File: src/rtl/lvds_link_scheduler.sv
// Round-robin scheduler sharing one LVDS serializer/deserializer lane among NUM_REQ requesters.
// Optional macro LVDS_SCHED_DATA_CHECK_EN: flag received words that differ from the sent word.
module lvds_link_scheduler #(
    parameter int unsigned NUM_REQ        = 4,
    parameter int unsigned PARALLEL_WIDTH = 8,
    parameter int unsigned GAP_CYCLES     = 2,
    parameter int unsigned TIMEOUT_CYCLES = 16,
    parameter int unsigned CNT_WIDTH      = 8
) (
    input  logic                              clk_serial,
    input  logic                              reset_n,
    input  logic [NUM_REQ-1:0]                req_valid,
    input  logic [NUM_REQ*PARALLEL_WIDTH-1:0] req_data,
    output logic [NUM_REQ-1:0]                req_ready,
    output logic                              ser_frame_pulse,
    output logic [PARALLEL_WIDTH-1:0]         ser_word,
    input  logic                              rx_frame_pulse,
    input  logic [PARALLEL_WIDTH-1:0]         rx_word,
    output logic                              rsp_valid,
    output logic [$clog2(NUM_REQ)-1:0]        rsp_id,
    output logic [PARALLEL_WIDTH-1:0]         rsp_data,
    output logic                              rsp_error,
    output logic                              busy,
    output logic [CNT_WIDTH-1:0]              timeout_count
);
    localparam int unsigned ID_W   = $clog2(NUM_REQ);
    localparam int unsigned WCNT_W = $clog2(TIMEOUT_CYCLES);
    localparam int unsigned GCNT_W = (GAP_CYCLES > 1) ? $clog2(GAP_CYCLES) : 1;

    typedef enum logic [1:0] {S_IDLE, S_LAUNCH, S_WAIT, S_GAP} state_t;

    state_t                    state_q, state_d;
    logic [ID_W-1:0]           ptr_q, ptr_d;
    logic [ID_W-1:0]           id_q, id_d;
    logic [PARALLEL_WIDTH-1:0] ser_word_q, ser_word_d;
    logic                      ser_frame_pulse_q, ser_frame_pulse_d;
    logic [WCNT_W-1:0]         wait_cnt_q, wait_cnt_d;
    logic [GCNT_W-1:0]         gap_cnt_q, gap_cnt_d;
    logic                      rsp_valid_q, rsp_valid_d;
    logic [ID_W-1:0]           rsp_id_q, rsp_id_d;
    logic [PARALLEL_WIDTH-1:0] rsp_data_q, rsp_data_d;
    logic                      rsp_error_q, rsp_error_d;
    logic [CNT_WIDTH-1:0]      timeout_count_q, timeout_count_d;

    logic [PARALLEL_WIDTH-1:0] req_word [NUM_REQ];
    logic                      grant_valid;
    logic [ID_W-1:0]           grant_id;
    logic [ID_W:0]             cand;

    for (genvar g = 0; g < NUM_REQ; g++) begin : g_unpack
        assign req_word[g] = req_data[g*PARALLEL_WIDTH +: PARALLEL_WIDTH];
    end

    // First valid requester at or after the pointer, wrapping modulo NUM_REQ.
    always_comb begin
        grant_valid = 1'b0;
        grant_id    = '0;
        cand        = '0;
        for (int unsigned i = 0; i < NUM_REQ; i++) begin
            cand = {1'b0, ptr_q} + (ID_W+1)'(i);
            if (cand >= (ID_W+1)'(NUM_REQ)) begin
                cand = cand - (ID_W+1)'(NUM_REQ);
            end
            if (!grant_valid && req_valid[cand[ID_W-1:0]]) begin
                grant_valid = 1'b1;
                grant_id    = cand[ID_W-1:0];
            end
        end
    end

    always_comb begin
        state_d           = state_q;
        ptr_d             = ptr_q;
        id_d              = id_q;
        ser_word_d        = ser_word_q;
        ser_frame_pulse_d = 1'b0;
        wait_cnt_d        = wait_cnt_q;
        gap_cnt_d         = gap_cnt_q;
        rsp_valid_d       = 1'b0;
        rsp_id_d          = rsp_id_q;
        rsp_data_d        = rsp_data_q;
        rsp_error_d       = rsp_error_q;
        timeout_count_d   = timeout_count_q;
        req_ready         = '0;
        unique case (state_q)
            S_IDLE: begin
                if (grant_valid) begin
                    req_ready[grant_id] = 1'b1;
                    ser_word_d          = req_word[grant_id];
                    id_d                = grant_id;
                    ptr_d               = (grant_id == ID_W'(NUM_REQ - 1)) ? '0 : grant_id + 1'b1;
                    ser_frame_pulse_d   = 1'b1;
                    state_d             = S_LAUNCH;
                end
            end
            S_LAUNCH: begin
                // LAUNCH counts as the first elapsed cycle, so a timeout response
                // lands exactly TIMEOUT_CYCLES after the frame pulse.
                wait_cnt_d = WCNT_W'(1);
                state_d    = S_WAIT;
            end
            S_WAIT: begin
                wait_cnt_d = wait_cnt_q + 1'b1;
                if (rx_frame_pulse || (wait_cnt_q == WCNT_W'(TIMEOUT_CYCLES - 1))) begin
                    rsp_valid_d = 1'b1;
                    rsp_id_d    = id_q;
                    gap_cnt_d   = '0;
                    state_d     = (GAP_CYCLES == 0) ? S_IDLE : S_GAP;
                    if (rx_frame_pulse) begin
                        rsp_data_d = rx_word;
`ifdef LVDS_SCHED_DATA_CHECK_EN
                        rsp_error_d = (rx_word != ser_word_q);
`else
                        rsp_error_d = 1'b0;
`endif
                    end else begin
                        rsp_data_d  = '0;
                        rsp_error_d = 1'b1;
                        if (timeout_count_q != '1) begin
                            timeout_count_d = timeout_count_q + 1'b1;
                        end
                    end
                end
            end
            S_GAP: begin
                if (gap_cnt_q == GCNT_W'(GAP_CYCLES - 1)) begin
                    state_d = S_IDLE;
                end else begin
                    gap_cnt_d = gap_cnt_q + 1'b1;
                end
            end
            default: state_d = S_IDLE;
        endcase
    end

    always_ff @(posedge clk_serial or negedge reset_n) begin
        if (!reset_n) begin
            state_q           <= S_IDLE;
            ptr_q             <= '0;
            id_q              <= '0;
            ser_word_q        <= '0;
            ser_frame_pulse_q <= 1'b0;
            wait_cnt_q        <= '0;
            gap_cnt_q         <= '0;
            rsp_valid_q       <= 1'b0;
            rsp_id_q          <= '0;
            rsp_data_q        <= '0;
            rsp_error_q       <= 1'b0;
            timeout_count_q   <= '0;
        end else begin
            state_q           <= state_d;
            ptr_q             <= ptr_d;
            id_q              <= id_d;
            ser_word_q        <= ser_word_d;
            ser_frame_pulse_q <= ser_frame_pulse_d;
            wait_cnt_q        <= wait_cnt_d;
            gap_cnt_q         <= gap_cnt_d;
            rsp_valid_q       <= rsp_valid_d;
            rsp_id_q          <= rsp_id_d;
            rsp_data_q        <= rsp_data_d;
            rsp_error_q       <= rsp_error_d;
            timeout_count_q   <= timeout_count_d;
        end
    end

    assign ser_frame_pulse = ser_frame_pulse_q;
    assign ser_word        = ser_word_q;
    assign rsp_valid       = rsp_valid_q;
    assign rsp_id          = rsp_id_q;
    assign rsp_data        = rsp_data_q;
    assign rsp_error       = rsp_error_q;
    assign busy            = (state_q != S_IDLE);
    assign timeout_count   = timeout_count_q;
endmodule

File: config.mk
export PLATFORM = sky130hd
export DESIGN_NAME = lvds_link_scheduler
export DESIGN_NICKNAME = d
export VERILOG_FILES = /design/src/rtl/lvds_link_scheduler.sv
export SDC_FILE = /design/constraint.sdc
export NUM_CORES = 1
export LEC_CHECK = 0
export CAP_MARGIN = 5
export CORE_UTILIZATION = 31
export DETAILED_ROUTE_END_ITERATION = 7
export SLEW_MARGIN = 20
export SYNTH_ARGS = -nofsm -noshare
export SYNTH_HDL_FRONTEND = slang
export SYNTH_SLANG_ARGS = --single-unit
File: constraint.sdc
create_clock -name clk_serial -period 1.7 [get_ports clk_serial]
set_input_delay 0.255 -clock clk_serial [delete_from_list [all_inputs] [get_ports clk_serial]]
set_output_delay 0.255 -clock clk_serial [all_outputs]
set_load 0.01 [all_outputs]
[Word-level counts from Yosys, hierarchy flattened]
Cells that the tools add are included.
Word-level totals
  word-level logic and storage cells: 104
  input port bits: 47
  output and inout bits: 34
  bits in registers: 40
Operators by class
  reduce and logical (&&, ||, !) cells: 17
  magnitude comparators: 11
  equality and inequality tests: 9
  bitwise operators: 2
  mux-type cells: 42
  add/sub/neg operators: 11
Operators by type and width (count)
  $mux 2: 12
  $mux 8: 3
  $bmux 8 s2: 1
  $mux 1: 16
  $lt 2x3->1 const B: 5
  $ge 3x3->1 const B: 4
  $add 8x1->8 const B: 1
  $bmux 1 s2: 4
  $mux 4: 2
  $ne 8x8->1 const B: 1
  $pmux 2 s4: 1
  $pmux 4 s2: 1
  $sub 2x1->2 const B: 4
  $add 2x2->3 const B: 2
  $eq 2x2->1 const B: 3
  $ne 2x2->1 const B: 3
  $reduce_and 2->1: 3
  $reduce_bool 2->1: 3
  $add 4x1->4 const B: 1
  $eq 4x4->1 const B: 1
  $logic_and 1x1->1: 4
  $reduce_and 4->1: 1
  $add 2x1->3 const B: 1
  $ge 2x3->1 const B: 1
  other kinds (12): 14

[Longest topological paths before layout]
  depth after elaboration: 20
  mapped depth: 9
  mapped depth without buffers: 7

[Worst setup path after synthesis]
No wires, ideal clock.
  kind: register -> output
  start point: register ptr_q[1]
  end point: output req_ready[3]
  data required time: 1.445 ns
  slack: -0.077 ns
  cell stages (with the launch flop): 9
  data arrival time: 1.522 ns
  buffers on the path: 2
  path through: dfrtp_1 -> nand2b_1 -> a21o_1 -> buf_2 -> nand3_2 -> buf_6 -> inv_2 -> ha_1 -> and2_1
Between the ends
  word-level cells in the longest chain between the ends: 20
  elaborated cells between the ends (all ways): 44
  classes of those cells: add/sub: 7; order compare: 6; mux: 24; reduce/logical: 7
RTL lines
  from (decl): RTL line 33  | logic [ID_W-1:0] ptr_q, ptr_d;
  from (signal assigned): RTL line 152  | ptr_q <= ptr_d;
  branches (longest 18 deep; another with $add 2x1->3)
  $mux 4 *: RTL line 87  | if (grant_valid) begin
  $mux 4 *: RTL line 85  | unique case (state_q)
  to (decl): RTL line 14  | output logic [NUM_REQ-1:0] req_ready,
Mark *: on every way between the ends. The select of a mux whose other input is x is not followed.

[Worst setup path after layout]
  start point: register ptr_q[1]
  end point: output req_ready[1]
The elaborated chain is that of the path after synthesis.

==> run summary <==
status -> finished, violations left
failing checks -> setup timing
#FFs+latches synth -> 40
row cnt -> 30
HPWL Detailed -> 4546 um
gr usage total -> 0.1709
power share of the combinational group -> 0.563
Total Die Area -> 7329 um^2
Async SR Flop Fraction -> 1.000
RSZ-0062 raised after global routing -> true
crit path from -> ptr_q[1]
max_cap viols -> 0
CTS tree -> yes
startpoint types -> flop
Net Sw Frac -> 0.3713
cell with the most instances after synthesis -> nand2_1
Psw -> 1.789 mW
dpl cells -> 409
DR vias/cell -> 4.851
core area -> 6756 um^2
worst-skew pair later-pin latency -> 0.30 ns
ant diodes -> 0
Reg clk slew, reported paths -> 0.07 ns
CP max-delay cell -> dfrtp_2
Synthesized Nets -> 273
WP data arrival -> 1.68 ns
Min Hold Slack -> 0.4184 ns
global-route wire length before repair -> 9784 um
GRT overflow -> 0
sequential area share after synthesis -> 0.4619
EDFF count, synth -> 0
pre-CTS setup slack -> -0.7211 ns
CTS Buf Count -> 5
final setup vio count -> 5
PortBufs -> 80
minimum clock period -> 1.935 ns
Die Wd -> 85.61 um
Setup crit end kind -> primary output
Flop pwr share -> 0.311
Initial DRC Count -> 85
critical path's largest stage delay -> 0.48 ns
largest net degree at the start of global routing -> 26
data required time of the worst path -> 1.44 ns
Initial Utilization -> 0.3207
ranking of synthesized cells by area -> dfrtp_1, nand2_1, mux2i_1
vias in the first global route -> 1991
clock share of power -> 0.127
most frequent CP cell -> buf_4
CP cell instances -> buf_4, a211oi_2, buf_4, o21ai_4, nor2_4, buf_6
initial antenna violation count -> 0
Slew @ Worst Pin -> 0.5433 ns
Synth Area per Inst -> 9.850 um^2
I/O pins -> 81
final instance area -> 3563 um^2
Layout area overhead -> 64.43%
Post-DRT Antenna Nets -> 0
maximum clock rate -> 516.9 MHz
final slew viol count -> 0
Synth area leader -> dfrtp_1
Power Internal -> 3.028 mW
list of most frequent post-synthesis cells -> nand2_1, dfrtp_1, nand3_1, nand4_1
max_slew headroom -> 0.6365
crit-path max FO -> 7
Period Utilization, post-route -> 1.138
gpl congestion -> 0.8231
Non-Filler Instances -> 422
CTS HTree Levels -> 2
Cell Area, Synth -> 2167 um^2
Area after DPL -> 3341 um^2
Worst VDD drop -> 0.4897 mV
drt first pass iters -> 4
worst min-delay path category -> input port to async pin
TritonCTS Sinks -> 40
Pwr per Cell Area -> 1352 nW/um^2
Layout Skew -> 0.01227 ns
type of the worst setup path -> flop to primary output
DIE HEIGHT -> 85.61 um
Ys Warns -> 0
Synth top area share -> 0.4619
Synth Instances -> 220
wire per inst -> 14.12 um
main flop type after synthesis -> dfrtp_1
LEAKAGE -> 1.603 nW
detailed-route via count -> 2047
final worst slack -> -0.2346 ns
CTS max path bufs -> 2
Reg2Reg Launch Point -> state_q[0]
final hold viol count -> 0
nets@finish -> 395
post-layout util -> 0.5274
routed wire length -> 5960 um
root buf cell -> clkbuf_8
Yosys cell types -> 45
layout cell share with drive strength beyond 1 -> 0.2749
DRC viols -> 0
cell usage in the layout, fill, tap and decap left out, types with 3 or more instances in the layout:
cell type / instances
clkdlybuf4s50_1: 71
nand2_1: 41
dfrtp_1: 39
buf_4: 39
nand3_1: 13
nand4_1: 10
o31ai_1: 9
o211ai_1: 8
nor2_1: 7
mux2i_1: 7
inv_1: 6
a21bo_2: 6
o21ai_0: 6
clkbuf_8: 5
buf_6: 5
xnor2_1: 4
inv_2: 3
xor2_1: 3
a21oi_1: 3
ha_2: 3
dlygate4sd2_1: 3
buf_2: 3
kinds of logic (layout without fill, tap and decap cells):
group | after synthesis | after routing | synth area share
simple gates | 94 | 94 | 0.2229
compound gates | 44 | 44 | 0.1611
flops | 40 | 40 | 0.4619
buf+inv | 18 | 140 | 0.03869
mux | 11 | 11 | 0.05254
xor+xnor | 7 | 7 | 0.02829
fa+ha+maj | 6 | 6 | 0.03464
state kept, by name, summed over array words and instances, names as in the netlist:
signal / cells
gap_cnt_q: 1
rsp_id: 2
timeout_count: 8
ser_word: 8
rsp_data: 8
ser_frame_pulse: 1
rsp_error: 1
state_q: 2
rsp_valid: 1
wait_cnt_q: 4
id_q: 2
ptr_q: 2
stage by stage:
stage / setup TNS [ns] / power [mW]
floorplan: -0.06694 / 2.789
detailed placement: -6.698 / 3.997
global placement: -5.817 / 3.957
finish: -0.9029 / 4.817
CTS: -0.8007 / 4.835
global route: -1.448 / 5.184
cell type report:
type / count / area [um^2]
clock buffers: 5 / 68.82
inverters: 9 / 33.78
well taps: 80 / 100.1
flip-flops and latches: 40 / 1002
fillers: 645 / 3193
repair buffers: 124 / 1146
multi-input cells: 162 / 1200
clock inverters: 2 / 12.51
routing by layer:
metal | up-vias | global-route usage | share of wire
li1 | 1025 | - | -
met1 | 980 | 0.2326 | 0.46
met2 | 35 | 0.2713 | 0.49
met3 | 7 | 0.03657 | 0.033
met4 | 0 | 0.05606 | 0.015
met5 | - | 0 | 0
critical path: cells and delay by family, from the launching register on:
family                 cells  cell delay, ns
flip-flops                 1            0.48
buffers and inverters      3            0.46
AO/OA/AOI/OAI              2            0.29
AND/OR/NAND/NOR            1            0.16
worst paths after layout:
kind	end	slack, ns	depth (start not counted)
setup / recovery	req_ready[1]	-0.23	6
min in group clk_serial	id_q[1]	0.48	1
hold reg to reg	id_q[1]	0.48	1
max in group asynchronous	rsp_data[4]	0.83	3
hold / removal	wait_cnt_q[3]	0.42	2
setup reg to reg	timeout_count[1]	0	7
power groups by stage:
stage	Clock [mW]	Combinational (mW)	Sequential, mW
2_1_floorplan	0	1.20	1.59
3_3_place_gp	0	2.46	1.49
3_5_place_dp	0	2.50	1.50
4_1_cts	0.639	2.70	1.50
5_1_grt	0.673	2.97	1.54
6_report	0.610	2.71	1.50
timing repair:
| action | in CTS | in global routing |
|---|---|---|
| hold buffers | 1 | 0 |
| hold endpoints to repair | 15 | 0 |
| gates resized for setup | 43 | 5 |
| setup endpoints to repair | 21 | 18 |
| setup buffers | 5 | 0 |
| pin swaps | 10 | 3 |
No activity file was read; power rests on OpenSTA's default activity.
